`config.mk`:
```
export PLATFORM = sky130hd
export DESIGN_NAME = sd_track_cache
export DESIGN_NICKNAME = d
export VERILOG_FILES = /design/src/rtl/sd_track_cache.sv
export SDC_FILE = /design/constraint.sdc
export NUM_CORES = 1
export LEC_CHECK = 0
export ABC_AREA = 1
export ABC_CLOCK_PERIOD_IN_PS = 5710
export BUFFER_PORTS_ARGS = -buffer_cell sky130_fd_sc_hd__buf_4
export CAP_MARGIN = 20
export CORE_MARGIN = 4
export CORE_UTILIZATION = 63
export CTS_CLUSTER_DIAMETER = 40
export DETAILED_ROUTE_END_ITERATION = 16
export PLACE_DENSITY = 0.85
export SYNTH_ARGS = -nofsm -noshare
export SYNTH_HDL_FRONTEND = slang
export SYNTH_SLANG_ARGS = --single-unit
```
`constraint.sdc`:
```
create_clock -name clk -period 5.71 [get_ports clk]
set_clock_uncertainty 0.05 [all_clocks]
set_input_delay 0.2855 -clock clk [delete_from_list [all_inputs] [get_ports clk]]
set_output_delay 0.2855 -clock clk [all_outputs]
set_load 0.01 [all_outputs]
```
`src/rtl/sd_track_cache.sv`:
```
// Track-buffer cache between a 1541/1571 drive core and SD block storage.
// Optional TRACK_CACHE_DIRTY_EN skips write-back of unmodified tracks.
module sd_track_cache #(
  parameter int MAX_TRACKS = 40,
  parameter int BLOCKS     = 16,
  parameter int DUAL_SIDE  = 0
) (
  input  logic                        clk,
  input  logic                        reset_n,
  output logic [31:0]                 sd_lba,
  output logic                        sd_rd,
  output logic                        sd_wr,
  input  logic                        sd_ack,
  input  logic [8:0]                  sd_buff_addr,
  input  logic [7:0]                  sd_buff_dout,
  output logic [7:0]                  sd_buff_din,
  input  logic                        sd_buff_wr,
  input  logic                        save_track,
  input  logic                        change,
  input  logic                        mount,
  input  logic                        img_ds,
  input  logic [5:0]                  track,
  input  logic                        side,
  input  logic                        drv_we,
  output logic [$clog2(BLOCKS)+8:0]   ram_addr,
  output logic [7:0]                  ram_di,
  input  logic [7:0]                  ram_do,
  output logic                        ram_we,
  output logic                        sector_offset,
  output logic                        busy,
  output logic                        dirty
);

  localparam int            BW   = $clog2(BLOCKS);
  localparam logic [BW-1:0] LAST = BW'(BLOCKS - 1);
  localparam logic [BW-1:0] ONE  = BW'(1);
  localparam logic [5:0]    MAXT = 6'(MAX_TRACKS);
  localparam logic [5:0]    INV  = 6'h3F;
  localparam logic          DS   = 1'(DUAL_SIDE != 0);

  typedef enum logic [1:0] {
    IDLE,
    LOAD,
    SAVE,
    SAVE_THEN_LOAD
  } state_t;

  // Zoned 1541 layout: 21/19/18/17 sectors per track, side 1 after 683.
  function automatic logic [10:0] start_sec(input logic [5:0] t,
                                            input logic       s);
    logic [10:0] tt;
    logic [10:0] r;
    tt = {5'd0, t};
    if (tt <= 11'd17)
      r = (tt - 11'd1) * 11'd21;
    else if (tt <= 11'd24)
      r = 11'd357 + (tt - 11'd18) * 11'd19;
    else if (tt <= 11'd30)
      r = 11'd490 + (tt - 11'd25) * 11'd18;
    else
      r = 11'd598 + (tt - 11'd31) * 11'd17;
    if (s)
      r = r + 11'd683;
    return r;
  endfunction

  state_t        state_q, state_d;
  logic          rd_q, rd_d, wr_q, wr_d;
  logic [31:0]   lba_q, lba_d;
  logic [BW-1:0] blk_q, blk_d;
  logic          off_q, off_d;
  logic          ready_q, ready_d;
  logic          dirty_q, dirty_d;
  logic [5:0]    cur_trk_q, cur_trk_d, pend_trk_q, pend_trk_d;
  logic          cur_side_q, cur_side_d, pend_side_q, pend_side_d;
  logic          change_q, ack_q;

  logic [5:0]  trk_c;
  logic        side_e;
  logic [10:0] s_new, s_cur, s_pend;
  logic        chg_rise, chg_fall, ack_fall;
  logic        load_ok, save_ok, save_gate, dirty_set;

  assign trk_c  = (track == 6'd0) ? 6'd1 :
                  (track > MAXT)  ? MAXT : track;
  assign side_e = side & img_ds & DS;
  assign s_new  = start_sec(trk_c, side_e);
  assign s_cur  = start_sec(cur_trk_q, cur_side_q);
  assign s_pend = start_sec(pend_trk_q, pend_side_q);

  assign chg_rise = ~change_q & change;
  assign chg_fall = change_q & ~change;
  assign ack_fall = ack_q & ~sd_ack;

`ifdef TRACK_CACHE_DIRTY_EN
  assign save_gate = dirty_q;
  assign dirty_set = drv_we;
`else
  logic unused_drv_we;
  assign unused_drv_we = drv_we;
  assign save_gate     = 1'b1;
  assign dirty_set     = 1'b0;
`endif

  assign load_ok = ({trk_c, side_e} != {cur_trk_q, cur_side_q}) | chg_fall;
  assign save_ok = save_track & (cur_trk_q != INV) & save_gate;

  assign ram_addr      = {blk_q, sd_buff_addr};
  assign ram_di        = sd_buff_dout;
  assign sd_buff_din   = ram_do;
  assign ram_we        = sd_buff_wr;
  assign sd_lba        = lba_q;
  assign sd_rd         = rd_q;
  assign sd_wr         = wr_q;
  assign sector_offset = off_q;
  assign busy          = (state_q != IDLE);
  assign dirty         = dirty_q;

  always_ff @(posedge clk) begin
    if (!reset_n) begin
      state_q     <= IDLE;
      rd_q        <= 1'b0;
      wr_q        <= 1'b0;
      lba_q       <= '0;
      blk_q       <= '0;
      off_q       <= 1'b0;
      ready_q     <= 1'b0;
      dirty_q     <= 1'b0;
      cur_trk_q   <= INV;
      cur_side_q  <= 1'b0;
      pend_trk_q  <= INV;
      pend_side_q <= 1'b0;
      change_q    <= 1'b0;
      ack_q       <= 1'b0;
    end else begin
      state_q     <= state_d;
      rd_q        <= rd_d;
      wr_q        <= wr_d;
      lba_q       <= lba_d;
      blk_q       <= blk_d;
      off_q       <= off_d;
      ready_q     <= ready_d;
      dirty_q     <= dirty_d;
      cur_trk_q   <= cur_trk_d;
      cur_side_q  <= cur_side_d;
      pend_trk_q  <= pend_trk_d;
      pend_side_q <= pend_side_d;
      change_q    <= change;
      ack_q       <= sd_ack;
    end
  end

  always_comb begin
    state_d     = state_q;
    rd_d        = rd_q;
    wr_d        = wr_q;
    lba_d       = lba_q;
    blk_d       = blk_q;
    off_d       = off_q;
    ready_d     = ready_q;
    dirty_d     = dirty_q;
    cur_trk_d   = cur_trk_q;
    cur_side_d  = cur_side_q;
    pend_trk_d  = pend_trk_q;
    pend_side_d = pend_side_q;

    if (chg_rise)
      ready_d = mount;
    if (sd_ack) begin
      rd_d = 1'b0;
      wr_d = 1'b0;
    end

    unique case (state_q)
      IDLE: begin
        if (dirty_set)
          dirty_d = 1'b1;
        if (ready_q && save_ok) begin
          state_d     = load_ok ? SAVE_THEN_LOAD : SAVE;
          wr_d        = 1'b1;
          blk_d       = '0;
          lba_d       = {22'd0, s_cur[10:1]};
          off_d       = s_cur[0];
          pend_trk_d  = trk_c;
          pend_side_d = side_e;
        end else if (ready_q && load_ok) begin
          state_d    = LOAD;
          rd_d       = 1'b1;
          blk_d      = '0;
          lba_d      = {22'd0, s_new[10:1]};
          off_d      = s_new[0];
          cur_trk_d  = trk_c;
          cur_side_d = side_e;
        end
      end
      default: begin
        if (ack_fall) begin
          if (blk_q != LAST) begin
            blk_d = blk_q + ONE;
            lba_d = lba_q + 32'd1;
            if (state_q == LOAD)
              rd_d = 1'b1;
            else
              wr_d = 1'b1;
          end else begin
            dirty_d = 1'b0;
            state_d = IDLE;
            // Save-to-load handoff keeps busy high across the phase change.
            if (state_q == SAVE_THEN_LOAD && ready_q) begin
              state_d    = LOAD;
              rd_d       = 1'b1;
              blk_d      = '0;
              lba_d      = {22'd0, s_pend[10:1]};
              off_d      = s_pend[0];
              cur_trk_d  = pend_trk_q;
              cur_side_d = pend_side_q;
            end
          end
        end
      end
    endcase
  end

endmodule

```
==> results of run 1 <==
per-layer routing:
| layer | vias to the layer above | track usage | routed length [um] | part of all wire |
|---|---|---|---|---|
| met1 | 5440 | 0.367 | 13100 | 0.42 |
| met5 | - | 0 | 0 | 0 |
| met2 | 473 | 0.510 | 14800 | 0.47 |
| met3 | 98 | 0.0358 | 2340 | 0.075 |
| met4 | 0 | 0.0855 | 990 | 0.032 |
| li1 | 5927 | - | - | - |
layout by cell type (no fill, tap or decap), types with 3 or more instances in the layout:
master,count
nand2_1,357
inv_1,306
ha_1,218
nand3_1,128
o21ai_0,126
a21oi_1,123
nor2_1,103
xor2_1,67
buf_4,58
dfxtp_1,56
fa_1,36
xnor2_1,33
nand4_1,25
o211ai_1,24
nor3_1,22
or2_2,14
a31oi_1,14
nand3b_1,8
a21o_1,8
o211a_1,8
clkinv_1,7
inv_2,6
a211oi_1,5
clkbuf_16,5
nand2_2,4
o22ai_1,4
o21bai_1,4
o2111ai_1,4
inv_4,3
nor2_2,3
cells by family (layout without fill, tap and decap cells):
kind of cell	count (synthesis)	count (layout)
compound gates	334	334
xor+xnor	100	100
fa+ha+maj	254	254
buf+inv	392	388
flops	56	56
other cells	1	1
simple gates	677	677
cell type report:
type	count	area, um2	share of cell area
clock inverters	3	22.5	0.00182
inverters	322	1220	0.0981
multi-input cells	1366	9190	0.741
flip-flops and latches	56	1120	0.0904
clock buffers	5	125	0.0101
well taps	234	293	0.0236
repair buffers	58	435	0.0351
stage by stage:
| stage | utilization | setup slack, ns |
|---|---|---|
| floorplan | - | 1.41 |
| global placement | 0.655 | 0.721 |
| detailed placement | 0.655 | 0.593 |
| CTS | 0.663 | 0.729 |
| global route | 0.663 | 0.256 |
| finish | 0.663 | 0.627 |
power by group:
| part | switching (mW) | total (mW) | internal, mW |
|---|---|---|---|
| combinational | 3.97 | 6.44 | 2.47 |
| sequential | 0.198 | 0.713 | 0.514 |
| clock | 0.157 | 0.322 | 0.165 |
cells in the mapped netlist, types with 4 or more instances:
cell | count | area (um2)
a211oi_1 | 5 | 37.5
o2111ai_1 | 4 | 35.0
fa_1 | 36 | 721
o22ai_1 | 4 | 25.0
or2_2 | 14 | 87.6
a21o_1 | 8 | 60.1
ha_1 | 218 | 2730
buf_2 | 18 | 90.1
clkinv_1 | 7 | 26.3
o211a_1 | 8 | 80.1
buf_6 | 4 | 45.0
nor2_1 | 103 | 387
o21ai_0 | 126 | 631
nand2_2 | 4 | 25.0
nand3_1 | 128 | 641
a21oi_1 | 123 | 616
xor2_1 | 67 | 587
nor3_1 | 22 | 110
nand4_1 | 25 | 156
buf_4 | 28 | 210
nand2_1 | 357 | 1340
o21bai_1 | 4 | 30.0
xnor2_1 | 33 | 289
o211ai_1 | 24 | 180
inv_1 | 306 | 1150
a31oi_1 | 14 | 87.6
inv_2 | 6 | 22.5
clkbuf_1 | 17 | 63.8
nand3b_1 | 8 | 60.1
dfxtp_1 | 56 | 1120
flip-flops by register name, summed over array words and instances (netlist names):
register	flops
ack_q	1
blk_q	4
change_q	1
cur_trk_q	6
pend_trk_q	6
ready_q	1
sd_lba	32
sd_rd	1
sd_wr	1
sector_offset	1
state_q	2
worst max-delay path by stage:
stage,start,to,cells after the start
after floorplan,pend_trk_q[1],sd_lba[9],24
after global placement,track[5],sd_lba[9],29
after detailed placement,track[5],sd_lba[9],29
after CTS,pend_trk_q[2],sd_lba[9],23
after global routing,pend_trk_q[2],sd_lba[9],23
final,pend_trk_q[2],sd_lba[9],23
worst max-delay path, stage by stage, from the launching register on:
cell and delay (ns):
dfxtp_1 0.60, clkinv_1 0.39, ha_1 0.30, a21oi_1 0.33, xor2_1 0.33, inv_1 0.14
ha_1 0.30, ha_1 0.28, inv_1 0.06, fa_1 0.53, inv_1 0.07, fa_1 0.45
a31oi_1 0.25, nor2_1 0.08, o21ai_0 0.21, nand3_1 0.10, nand2_1 0.06, o21ai_0 0.07
inv_1 0.08, nand2_1 0.05, nand2_1 0.06, nand3_1 0.08, nand2_1 0.07, inv_1 0.03
==> impl_metrics.yaml, run 1 <==
pwr:
  powerDensity_mw_per_mm2: 603
  power.leakage_nw: 6.75
  totalPowerFinal_mw: 7.48
  vdd_drop_max_v: 0.000941
synthesis:
  synth_flop_cell: "dfxtp_1"
  syn_area_per_cell_um2: 6.59
  synthCells: 1814
  ys_seq_area_frac: 0.0938
  synth_mux_area_frac: 0
  synth_top_family_by_area: "adder cells"
  synth.net_count: 2109
  async_reset_ff_frac: 0
  synth-edff-count: 0
  yosysWarnings: 0
  synth-xor-area-share: 0.0733
  synth_compound_area_frac: 0.159
  synthSimpleGateAreaFrac: 0.247
  postSynthRegisterBits: 56
  synth.distinct_cells: 51
  synth_fa_ha_area_frac: 0.289
  synth.cell_area_mm2: 0.0119
detailed_routing:
  dr.pass1.iters: 6
  vias_per_cell: 5.84
  drt_iter0_markers: 1131
  avgRoutedWirePerCell_um: 15.3
  drtAntennaViolNets: 0
  route.detailed.drc: 0
  wirelength_um: 31200
  num_vias: 11900
final_layout:
  design_area_mm2: 0.0124
  final_nets: 2104
  drive_gt1_frac: 0.0580
  fillCellCount: 1692
  areaGrowthSynthToFinish_pct: 3.78
  fin_cells: 2044
  n_antenna_cell: 0
setup_path:
  r2r_start: "pend_trk_q[2]"
  critPathKind: "flip-flop to flip-flop"
  crit_fanout: 10
  r2r_slack_ns: 0.63
  r2r-end: "sd_lba[9]"
  worstRegToRegCells: 23
  worstPathArrival_ns: 5.23
  worstPathRequired_ns: 5.86
  cp-start-kind: "flip-flop"
  cp-end-kind: "flip-flop"
placement:
  hpwlAfterDp_um: 25500
  dp_cells: 2036
  port_buffers: 51
  dpl_cell_area_mm2: 0.0123
  gp_congestion: 1.01
sta:
  finalCriticalPeriod_ns: 5.08
  tightestPinTransition_ns: 0.855
  setup_viol: 0
  hold_ws_ns: 0.167
  slew_viol_final: 0
  max_freq_mhz: 197
  slew-limit-headroom: 0.428
  timing.setup.tns_ns: 0
  hold_viol_final: 0
  grt_setup_unrepaired: "false"
  finalCritPeriodShare: 0.890
floorplan:
  num_rows: 50
  io_pins: 108
  die_y_um: 146
  die_area_mm2: 0.0212
  start_util: 0.639
  dieWidth_um: 146
  core-area_mm2: 0.0187
min_path:
  hold_path_class: "input pin to flip-flop"
  hold_path_depth: 3
  min_to: "change_q"
  hp-start: "change"
global_routing:
  antenna_found_initial: 0
  grt_usage: 0.288
  gr-total-overflow: 0
  grt_pass1_wl_um: 52600
  grt_max_degree: 49
  grt_pass1_vias: 11500
cts:
  cts_tree: "built"
  clock-root-buffer: "clkbuf_16"
  ctsHoldBuffers: 0
  numCtsBuffers: 5
  post_cts_buffers: 0
  cts.clk_slew.worst_paths_ns: 0.08
  htreeDepth: 2
  ctsResizeCount: 0
  clock_latency_ns: 0.30
  clk_path_buf_depth: 2
  cts.sinks: 56
run:
  maxCapViolCount: 0
run_status:
  outcome: "finished, final reports clean"
Power figures use the tool's default switching activity.
==> run 2, diff against run 1 <==
BUFFER_PORTS_ARGS = -buffer_cell sky130_fd_sc_hd__buf_2   (was -buffer_cell sky130_fd_sc_hd__buf_4)
==> impl_metrics.yaml, run 2 (synthesis results as in run 1) <==
cts:
  cts.sinks: 56
  numCtsBuffers: 5
  clock-root-buffer: "clkbuf_16"
  cts.clk_slew.worst_paths_ns: 0.08
  clock_latency_ns: 0.30
  post_cts_buffers: 0
  ctsHoldBuffers: 0
  cts_tree: "built"
  htreeDepth: 2
  clk_path_buf_depth: 2
  ctsResizeCount: 0
setup_path:
  cp_slowest_stage_delay_ns: 0.60
  crit_top_cell: "inv_1"
  worstPathArrival_ns: 5.20
  r2r_slack_ns: 0.65
  crit_fanout: 10
  crit_family: "adder cells"
  slowest_stage: "dfxtp_1"
  critPathKind: "flip-flop to flip-flop"
  crit_buf_inv: 6
  worstPathRequired_ns: 5.85
  cp-start-kind: "flip-flop"
  cp-end-kind: "flip-flop"
  path_cells: "clkinv_1 -> ha_1 -> a21oi_1 -> xor2_1 -> inv_1 -> ha_1 -> ha_1 -> inv_1 -> fa_1 -> inv_1 -> fa_1 -> a31oi_1 -> nor2_1 -> o21ai_0 -> nand3_1 -> nand2_1 -> o21ai_0 -> inv_1 -> nand2_1 -> nand2_1 -> nand3_1 -> nand2_1 -> inv_1"
sta:
  finalCritPeriodShare: 0.886
  finalCriticalPeriod_ns: 5.06
  hold_viol_final: 0
  tightestPinTransition_ns: 0.834
  fin_ws_ns: 0.651
  slew-limit-headroom: 0.442
  setup_viol: 0
  slew_viol_final: 0
  max_freq_mhz: 198
  timing.setup.tns_ns: 0
  grt_setup_unrepaired: "false"
global_routing:
  grt_pass1_vias: 11200
  grt_max_degree: 49
  grt_usage: 0.286
  grt_pass1_wl_um: 52200
  antenna_found_initial: 0
  gr-total-overflow: 0
pwr:
  pwr-share-clk: 0.043
  p_sw_mw: 4.27
  pwr-share-seq: 0.097
  power.leakage_nw: 6.76
  switching_share: 0.580
  vdd_drop_max_v: 0.00107
  pwr-share-comb: 0.860
  intPower_mw: 3.09
  powerDensity_mw_per_mm2: 598
floorplan:
  io_pins: 108
  start_util: 0.639
  num_rows: 50
  core-area_mm2: 0.0187
  die_area_mm2: 0.0212
  die_y_um: 146
  dieWidth_um: 146
final_layout:
  final_cell_mix: "nand2_1, inv_1, ha_1"
  n_antenna_cell: 0
  largest_reg_flops: 32
  drive_gt1_frac: 0.0601
  final_common_cell: "nand2_1"
  final_nets: 2108
  areaGrowthSynthToFinish_pct: 2.96
  fillCellCount: 1666
placement:
  gp_congestion: 0.994
  dp_slack_ns: 0.733
  hpwlAfterDp_um: 25100
  port_buffers: 51
detailed_routing:
  route.detailed.drc: 0
  avgRoutedWirePerCell_um: 15.1
  num_vias: 11900
  vias_per_cell: 5.80
  dr.pass1.iters: 5
  drt_iter0_markers: 1113
  wirelength_um: 31000
  drtAntennaViolNets: 0
min_path:
  hold_path_class: "input pin to flip-flop"
run_status:
  outcome: "finished, final reports clean"
run:
  maxCapViolCount: 0
## run 2: power by group through the flow
stage	Combinational (mW)	Sequential, mW	Clock [mW]
2_1_floorplan	4.81	0.688	0
3_3_place_gp	6.00	0.707	0
3_5_place_dp	6.21	0.711	0
4_1_cts	6.26	0.703	0.316
5_1_grt	7.27	0.729	0.333
6_report	6.33	0.713	0.315
## run 2: metrics by stage
| step | power (mW) | instance area, um2 | hold WS, ns | instances | util |
|---|---|---|---|---|---|
| 2_1_floorplan | 5.49 | 11900 | 0.329 | 1814 | - |
| 3_3_place_gp | 6.70 | 12200 | 0.437 | 2040 | 0.650 |
| 3_5_place_dp | 6.92 | 12200 | 0.457 | 2040 | 0.650 |
| 4_1_cts | 7.28 | 12300 | 0.164 | 2048 | 0.658 |
| 5_1_grt | 8.33 | 12300 | 0.161 | 2048 | 0.658 |
| 6_report | 7.36 | 12300 | 0.172 | 2048 | 0.658 |
## run 2: tightest hold or removal path: stages
cell     delay [ns]
buf_2          0.12
nand2_1        0.05
inv_1          0.04
## run 2: final cells by class
cell class                      count  area [um2]  area share
Clock buffer                        5         125      0.0102
Clock inverter                      3        22.5     0.00183
Inverter                          322        1220      0.0989
Multi-Input combinational cell   1366        9190       0.747
Sequential cell                    56        1120      0.0911
Tap cell                          234         293      0.0238
Timing Repair Buffer               62         338      0.0275
## run 2: metal layers
layer | global-route usage | share of wire
met1 | 0.383 | 0.43
met3 | 0.0327 | 0.078
met4 | 0.0850 | 0.025
met5 | 0 | 0
met2 | 0.486 | 0.47
## run 2: final timing paths
check                      from        end  cells past startpoint
hold reg to reg        blk_q[1]   blk_q[1]                      2
setup / recovery  pend_trk_q[2]  sd_lba[9]                     23
hold / removal           sd_ack      ack_q                      3
setup reg to reg  pend_trk_q[2]  sd_lba[9]                     23
==> run 3, diff against run 2 <==
PLACE_DENSITY = 0.84   (was 0.85)
==> impl_metrics.yaml, run 3 (synthesis results as in run 1) <==
run_status:
  outcome: "finished, final reports clean"
setup_path:
  worstPathArrival_ns: 5.14
  crit_top_cell: "inv_1"
  crit_family: "adder cells"
  crit_buf_inv: 6
  cp-end-kind: "flip-flop"
  slowest_stage: "dfxtp_1"
  path_cells: "clkinv_1 -> ha_1 -> a21oi_1 -> xor2_1 -> inv_1 -> ha_1 -> ha_1 -> inv_1 -> fa_1 -> inv_1 -> fa_1 -> a31oi_1 -> nor2_1 -> o21ai_0 -> nand3_1 -> nand2_1 -> o21ai_0 -> inv_1 -> nand2_1 -> nand2_1 -> nand3_1 -> nand2_1 -> inv_1"
  worstPathRequired_ns: 5.87
  crit_fanout: 10
  critPathKind: "flip-flop to flip-flop"
  cp-start-kind: "flip-flop"
  cp_slowest_stage_delay_ns: 0.58
placement:
  hpwlAfterDp_um: 25200
  gp_congestion: 1.00
  dp_cells: 2038
  dpl_cell_area_mm2: 0.0121
  port_buffers: 51
sta:
  grt_setup_unrepaired: "false"
  tightestPinTransition_ns: 0.840
  hold_viol_final: 0
  slew-limit-headroom: 0.438
  finalCritPeriodShare: 0.872
  finalCriticalPeriod_ns: 4.98
  slew_viol_final: 0
  max_freq_mhz: 201
  timing.setup.tns_ns: 0
  setup_viol: 0
final_layout:
  fin_cells: 2046
  final_nets: 2106
  largest_reg_flops: 32
  drive_gt1_frac: 0.0591
  final_common_cell: "nand2_1"
  areaGrowthSynthToFinish_pct: 2.87
  final_cell_mix: "nand2_1, inv_1, ha_1"
  design_area_mm2: 0.0123
  n_antenna_cell: 0
floorplan:
  die_y_um: 146
  core-area_mm2: 0.0187
  start_util: 0.639
  dieWidth_um: 146
  num_rows: 50
  io_pins: 108
  die_area_mm2: 0.0212
cts:
  ctsHoldBuffers: 0
  numCtsBuffers: 5
  clock_latency_ns: 0.30
  clock-root-buffer: "clkbuf_16"
  ctsResizeCount: 0
  htreeDepth: 2
  cts.sinks: 56
  cts_tree: "built"
  cts.clk_slew.worst_paths_ns: 0.08
  post_cts_buffers: 0
  clk_path_buf_depth: 2
detailed_routing:
  num_vias: 11800
  vias_per_cell: 5.78
  drt_iter0_markers: 1008
  dr.pass1.iters: 6
  wirelength_um: 30800
  avgRoutedWirePerCell_um: 15.0
  route.detailed.drc: 0
  drtAntennaViolNets: 0
pwr:
  power.leakage_nw: 6.74
  vdd_drop_max_v: 0.000725
  powerDensity_mw_per_mm2: 601
global_routing:
  grt_pass1_wl_um: 51300
  grt_usage: 0.280
  grt_max_degree: 49
  antenna_found_initial: 0
  grt_pass1_vias: 10900
  gr-total-overflow: 0
run:
  maxCapViolCount: 0
min_path:
  hold_path_class: "input pin to flip-flop"
-- run 3: cell count changes in the layout (fill, tap and decap cells not counted) --
cell        delta
inv_8          +1
clkinv_2       -1
clkinvlp_4     +2
buf_4          -2
clkinv_4       -1
inv_6          -1
-- run 3: power by group --
part / internal (mW) / switching (mW) / total, mW
Combinational: 2.42 / 3.94 / 6.36
Clock: 0.166 / 0.157 / 0.323
Sequential: 0.514 / 0.189 / 0.703
Total: 3.10 / 4.28 / 7.38
-- run 3: worst paths after layout --
path	cells after the start	slack [ns]	to	from
max	23	0.73	sd_lba[9]	pend_trk_q[2]
min reg2reg	2	0.46	blk_q[1]	blk_q[1]
min	3	0.13	ack_q	sd_ack
max reg2reg	23	0.73	sd_lba[9]	pend_trk_q[2]
-- run 3: worst reg2reg max path, cell delays in order, from the launching register on --
cell and delay [ns]:
dfxtp_1 0.58, clkinv_1 0.37, ha_1 0.29, a21oi_1 0.36, xor2_1 0.28, inv_1 0.13, ha_1 0.29, ha_1 0.28
inv_1 0.05, fa_1 0.53, inv_1 0.07, fa_1 0.45, a31oi_1 0.25, nor2_1 0.08, o21ai_0 0.20, nand3_1 0.10
nand2_1 0.07, o21ai_0 0.08, inv_1 0.09, nand2_1 0.06, nand2_1 0.07, nand3_1 0.07, nand2_1 0.07, inv_1 0.04
-- run 3: stage by stage --
step	total power [mW]	util	worst slack (ns)	hold slack, ns
CTS	7.31	0.657	0.827	0.130
detailed placement	6.94	0.649	0.592	0.448
floorplan	5.49	-	1.41	0.329
finish	7.38	0.657	0.728	0.135
global route	8.29	0.657	0.311	0.129
global placement	6.70	0.649	0.731	0.441
-- run 3: layer usage --
layer / GRT usage / wire length, um / vias up / share of wire
met5: 0 / 0 / - / 0
met4: 0.0883 / 955 / 0 / 0.031
met3: 0.0402 / 2320 / 82 / 0.075
met2: 0.465 / 14100 / 419 / 0.46
met1: 0.377 / 13400 / 5392 / 0.44
li1: - / - / 5935 / -
-- run 3: layout make-up --
class	instances	area (um2)
clock buffers	5	125
repair buffers	60	323
well taps	234	293
fillers	1731	6410
multi-input cells	1366	9190
inverters	322	1220
flip-flops and latches	56	1120
clock inverters	3	26.3
